File: src/rtl/pkt_rr_arbiter.sv
// pkt_rr_arbiter: packet-locked N-input AXI-stream output arbiter with destination filter and 2-entry skid output.
module pkt_rr_arbiter #(
  parameter int N_PORTS  = 4,
  parameter int DATA_W   = 32,
  parameter int DEST_W   = 3,
  parameter int ID       = 0,
  parameter int ARB_MODE = 0,
  parameter int CNT_W    = 16
) (
  input  logic                         clk_line,
  input  logic                         rst,
  input  logic [N_PORTS-1:0]           in_TVALID,
  input  logic [N_PORTS*DATA_W-1:0]    in_TDATA,
  input  logic [N_PORTS*DATA_W/8-1:0]  in_TKEEP,
  input  logic [N_PORTS-1:0]           in_TLAST,
  input  logic [N_PORTS*DEST_W-1:0]    in_TDEST,
  output logic [N_PORTS-1:0]           in_TREADY,
  output logic [DATA_W-1:0]            out_TDATA,
  output logic [DATA_W/8-1:0]          out_TKEEP,
  output logic                         out_TLAST,
  output logic                         out_TVALID,
  input  logic                         out_TREADY,
  output logic [N_PORTS-1:0]           grant,
  output logic [CNT_W-1:0]             pkt_cnt
);
  localparam int KW = DATA_W / 8;
  localparam int IW = $clog2(N_PORTS);
  typedef enum logic {IDLE, LOCKED} state_t;
  state_t state;
  logic [IW-1:0] ptr, w, win;
  logic [N_PORTS-1:0] req;
  logic [DATA_W-1:0] sel_data, skid_data;
  logic [KW-1:0] sel_keep, skid_keep;
  logic sel_last, skid_last, skid_valid, acc, done;
  int s;
  // Scan downward from ptr+N-1 so the first requester at or after ptr wins; fixed mode keeps ptr at 0.
  always_comb begin
    req = '0;
    win = '0;
    s = 0;
    for (int i = 0; i < N_PORTS; i++)
      req[i] = in_TVALID[i] & (in_TDEST[i*DEST_W +: DEST_W] == DEST_W'(ID));
    for (int k = N_PORTS - 1; k >= 0; k--) begin
      s = int'(ptr) + k;
      s = s >= N_PORTS ? s - N_PORTS : s;
      if (req[IW'(s)]) win = IW'(s);
    end
  end
  always_comb begin
    sel_data = '0;
    sel_keep = '0;
    sel_last = 1'b0;
    for (int i = 0; i < N_PORTS; i++)
      if (grant[i]) begin
        sel_data = in_TDATA[i*DATA_W +: DATA_W];
        sel_keep = in_TKEEP[i*KW +: KW];
        sel_last = in_TLAST[i];
      end
  end
  assign in_TREADY = grant & {N_PORTS{~skid_valid}};
  assign acc = |(in_TVALID & in_TREADY);
  assign done = acc & sel_last;
  always_ff @(posedge clk_line) begin
    if (!rst) begin
      state <= IDLE;
      ptr <= '0;
      w <= '0;
      grant <= '0;
      pkt_cnt <= '0;
    end else if (state == IDLE) begin
      if (|req) begin
        state <= LOCKED;
        w <= win;
        grant <= N_PORTS'(1) << win;
      end
    end else if (done) begin
      state <= IDLE;
      grant <= '0;
      pkt_cnt <= pkt_cnt + 1'b1;
      ptr <= (ARB_MODE != 0) ? '0 : (w == IW'(N_PORTS - 1)) ? '0 : w + 1'b1;
    end
  end
  always_ff @(posedge clk_line) begin
    if (!rst) begin
      out_TVALID <= 1'b0;
      out_TDATA <= '0;
      out_TKEEP <= '0;
      out_TLAST <= 1'b0;
      skid_valid <= 1'b0;
      skid_data <= '0;
      skid_keep <= '0;
      skid_last <= 1'b0;
    end else if (out_TREADY || !out_TVALID) begin
      if (skid_valid) begin
        out_TVALID <= 1'b1;
        out_TDATA <= skid_data;
        out_TKEEP <= skid_keep;
        out_TLAST <= skid_last;
        skid_valid <= 1'b0;
      end else begin
        out_TVALID <= acc;
        if (acc) begin
          out_TDATA <= sel_data;
          out_TKEEP <= sel_keep;
          out_TLAST <= sel_last;
        end
      end
    end else if (acc) begin
      skid_valid <= 1'b1;
      skid_data <= sel_data;
      skid_keep <= sel_keep;
      skid_last <= sel_last;
    end
  end
endmodule

File: config.mk
export PLATFORM = sky130hd
export DESIGN_NAME = pkt_rr_arbiter
export DESIGN_NICKNAME = d
export VERILOG_FILES = /design/src/rtl/pkt_rr_arbiter.sv
export SDC_FILE = /design/constraint.sdc
export NUM_CORES = 1
export LEC_CHECK = 0
export ABC_AREA = 1
export CAP_MARGIN = 5
export CORE_MARGIN = 2
export CORE_UTILIZATION = 35
export CTS_CLUSTER_SIZE = 20
export DETAILED_ROUTE_END_ITERATION = 7
export DONT_BUFFER_PORTS = 1
export SETUP_SLACK_MARGIN = 0.5
export SYNTH_ARGS = -nofsm -noshare
export SYNTH_HDL_FRONTEND = slang
export SYNTH_SLANG_ARGS = --single-unit
File: constraint.sdc
create_clock -name clk_line -period 3.6 [get_ports clk_line]
set_input_delay 0.54 -clock clk_line [delete_from_list [all_inputs] [get_ports clk_line]]
set_output_delay 0.54 -clock clk_line [all_outputs]
set_load 0.02 [all_outputs]
* After elaboration in Yosys (flattened, before gate mapping)
Cells that the tools add are included.
Storage, ports and cells: output and inout bits 62, register bits after elaboration 101
Operators by class: bitwise logic cells 11, eq/ne operators 2, mux-type cells 46, shift-type cells 1, order comparisons 8, reductions and logical operators 16, add/subtract/negate cells 9
Operators by type and width (count):
- $mux W32 | 6
- $mux W4 | 9
- $mux W1 | 18
- $mux W2 | 9
- $add A16 B1 Y16 const B | 1
- $lt A2 B4 Y1 const B | 4
- $logic_not A3 Y1 | 4
- $reduce_and A2 Y1 | 5
- $ge A3 B3 Y1 const B | 3
- $and A4 B4 Y4 | 2
- $bmux W1 S2 | 4
- $reduce_or A4 Y1 | 2
- $sub A2 B1 Y2 const B | 4
- $add A2 B2 Y3 const B | 2
- $and A1 B1 Y1 | 5
- $not A1 Y1 | 4
- $reduce_bool A2 Y1 | 2
- $shl A1 B2 Y4 const A | 1
- $add A2 B1 Y3 const B | 1
- $ge A2 B3 Y1 const B | 1
- $add A2 B1 Y2 const B | 1
- $eq A2 B2 Y1 const B | 1
- $ne A2 B1 Y1 const B | 1
- $reduce_or A2 Y1 | 1
- 2 further kinds | 2

* Logic depth before layout (Yosys ltp)
word-level depth 13, gate-level depth with buffers 14, mapped depth without buffers 13

* Least setup slack after synthesis
Ideal clock, no wire load.
kind flip-flop to flip-flop, from register grant[2], to register out_TDATA[24], buffers on the path 1, slack 1.772 ns, stages on the path, launching flop included 13, required time 3.481 ns, data arrival time 1.709 ns, path through dfxtp_1 inv_1 nor2_1 nand2_1 nand2_1 nor2_4 inv_2 nor2_4 nor2_8 inv_4 buf_4 a211oi_1 nor2_1
On the way: word-level cells in the longest chain between the ends 5
Ends and longest elaborated chain:
- start, declared | line 23 | output logic [N_PORTS-1:0] grant,
- start signal, assigned | line 74 | grant <= N_PORTS'(1) << win;
- $and A4 B4 Y4 | line 60 | assign in_TREADY = grant & {N_PORTS{~skid_valid}};
- named net in_TREADY[2] | line 17 | output logic [N_PORTS-1:0] in_TREADY,
- $and A4 B4 Y4 | line 61 | assign acc = |(in_TVALID & in_TREADY);
- $reduce_or A4 Y1 | line 61
- $reduce_bool A2 Y1 (no source line)
- $reduce_and A2 Y1 (no source line)
- end signal, assigned | line 96 | out_TDATA <= skid_data;
- end signal, assigned | line 103 | out_TDATA <= sel_data;
- end, declared | line 18 | output logic [DATA_W-1:0] out_TDATA,
The timed path passes the listed nets, and every way through them passes these cells. The select of a mux whose other input is x is not followed. A chain may end at the register's enable or synchronous reset.

* Worst setup path in the final report
from register skid_valid, to register out_TDATA[8]
On the way: word-level cells in the longest chain between the ends 6
Ends and longest elaborated chain:
- start, declared | line 34 | logic sel_last, skid_last, skid_valid, acc, done;
- start signal, assigned | line 89 | skid_valid <= 1'b0;
- start signal, assigned | line 99 | skid_valid <= 1'b0;
- start signal, assigned | line 109 | skid_valid <= 1'b1;
- $not A1 Y1 | line 60
- $and A4 B4 Y4 | line 60
- $and A4 B4 Y4 | line 61
- $reduce_or A4 Y1 | line 61
- $reduce_bool A2 Y1 (no source line)
- $reduce_and A2 Y1 (no source line)
Parallel ways exist; a longest one is shown, timed or not.

==> results.ini <==
[place]
port_buffers=0
place_area_um2=5630
hpwlAfterDp_mm=11.4
place_ws_ns=1.07
routabilityCongestion=0.779

[routing]
ant_nets=0
vias=5358
firstDrtPassIters=4
dr_wl_met2_mm=8.18
dr_wl_met3_mm=1.11
top_layer_used=met4
routedWlPerCell_um=16.5
drc=0
wirelength_mm=17.1
drt_iter0_markers=371
wl_met1_mm=7.65
via_per_inst=5.17

[sta]
finalSetupTns_ns=0
worst_hold_slack_ns=0.323
clock_skew_ns=0.00780
max_freq_mhz=407
finalWorstSetupSlack_ns=1.14
fin_crit_ns=2.46
worst_pin_slew_ns=0.764
drv_slew=0
min_period_over_period_pct=68.2
max-slew-margin-rel_pct=49.1
setup_viol=0
hold_viol=0
rsz0062_at_grt=false

[setup_path]
cp-start-kind=flip-flop
cp.arrival_ns=2.69
crit_chain=buf_4 -> nor2_4 -> nor2_8 -> inv_4 -> a211oi_1 -> nor2_1
cp_slowest_cell=buf_4
criticalPathCategory=flip-flop to flip-flop
path_max_fanout=75
max_stage_delay_ns=0.62
worstPathRequired_ns=3.83
end_kind=flip-flop

[yosys]
synth_top_area_cell=dfxtp_1
yosysUniqueCellTypes=33
synth_async_sr_flop_share_pct=0
synth_top_area_share_pct=36.1
synth.most_common_cell=nand2_1
ys.flop_type=dfxtp_1
avgSynthCellArea_um2=6.52
synth-seq-cells=101
syn_area_um2=5600
synthTopCellsByArea=dfxtp_1, nand2_1, o21ai_0, a21oi_1, nor2_1
netlist_instances=858
ys_warn_count=0
synthTopCellsByCount=nand2_1, o21ai_0, nor2_1
synthesis.nets=1027
ys_seq_area_share_pct=36.1
synth-edff-count=0

[cts]
cts-root-buf=clkbuf_16
clock_sinks=101
clk_pin_slew_ns=0.07
numCtsBuffers=9
cts_tree=built
cts_buffer_depth=2
clk_latency_ns=0.34
postCtsSetupRepairBufs=0
cts.hold.buffers_added=0
cts.htree.levels=3
cts_resized=0

[global_routing]
globalRouteOverflowTotal=0
grt_pass1_vias=4706
grt_max_degree=89
grt_pass1_wl_mm=25.6
grt_usage_pct=19.6
antenna_found_initial=0

[power]
p_int_mw=1.92
clkPwrFrac_pct=40.7
p_per_area_nw_per_um2=446
p_comb_share_pct=11.8
power_frac_seq_pct=47.5
switching_share_pct=27.7
p_total_mw=2.66
ir_drop_mv=0.205
leakage_nw=2.41
p_switching_mw=0.736

[hold_path]
hold_class=primary input to flip-flop

[floorplanning]
design.die.area_um2=17000
row_count=46
die_w_um=130
coreArea_um2=15800
die_h_um=130
start_util_pct=35.5
ios=229

[final_layout]
drive_gt1_share_pct=6.23
nets=983
fin_area_um2=5960
synthToLayoutAreaGrowth_pct=6.55

[run_status]
outcome=completed

[job]
maxCapViolations=0

[power by group through the flow]
stage | combinational [mW] | clock [mW] | sequential (mW)
after floorplan | 0.269 | 0 | 1.28
after global placement | 0.313 | 0 | 1.29
after detailed placement | 0.318 | 0 | 1.29
after CTS | 0.319 | 1.12 | 1.26
after global routing | 0.366 | 1.17 | 1.27
final | 0.314 | 1.08 | 1.26
[state kept, by name, indices dropped and copies added (netlist names)]
| signal | count |
|---|---|
| pkt_cnt | 16 |
| skid_valid | 1 |
| out_TKEEP | 4 |
| skid_data | 32 |
| state | 1 |
| out_TVALID | 1 |
| skid_last | 1 |
| out_TDATA | 32 |
| skid_keep | 4 |
| w | 2 |
| grant | 4 |
| out_TLAST | 1 |
| ptr | 2 |
[final timing paths]
kind                 from       endpoint  slack, ns  cells past startpoint
max            skid_valid   out_TDATA[8]       1.14                      6
min reg2reg  skid_keep[1]   out_TKEEP[1]       0.49                      2
max reg2reg    skid_valid   out_TDATA[8]       1.14                      6
min                   rst  out_TDATA[29]       0.32                      2
[placed cells by master, fill, tap and decap left out, types with 4 or more instances in the layout]
| cell type | count |
|---|---|
| nor2_2 | 5 |
| nand3_1 | 21 |
| nor2_1 | 109 |
| a21oi_1 | 92 |
| dfxtp_1 | 96 |
| o21ai_2 | 4 |
| clkbuf_16 | 9 |
| o21ai_0 | 118 |
| a211oi_1 | 37 |
| buf_4 | 8 |
| nor2_4 | 4 |
| nand2_1 | 209 |
| inv_1 | 28 |
| o21ai_1 | 35 |
| dfxtp_2 | 5 |
[per-layer routing]
layer,GRT usage (%),vias to the layer above
met5,0,-
met4,4.07,0
met3,4.11,10
met2,34.1,196
met1,25.1,2369
li1,-,2783
[logic make-up after synthesis]
family,synth area share (%)
xor+xnor,0.626
buf+inv,8.27
fa+ha+maj,0.447
simple gates,26.0
flops,36.1
compound gates,28.5
[final cells by class]
type	instances	area, um^2
diodes	1	2.50
clock inverters	4	77.6
inverters	34	131
well taps	216	270
clock buffers	12	256
repair buffers	9	80.1
fillers	1712	9810
flip-flops and latches	101	2030
multi-input cells	659	3120
[stage by stage]
stage | utilization (%) | std cells
3_5_place_dp | 35.7 | 1019
2_1_floorplan | - | 858
6_report | 37.8 | 1036
4_1_cts | 37.8 | 1035
5_1_grt | 37.8 | 1035
3_3_place_gp | 35.7 | 1019
[worst max-delay path, delay by kind of cell, from the launching register on]
kind	cells	cell delay (ns)
buf+inv	2	0.94
compound gates	1	0.28
simple gates	3	0.70
flops	1	0.39
Power figures use the tool's default switching activity.
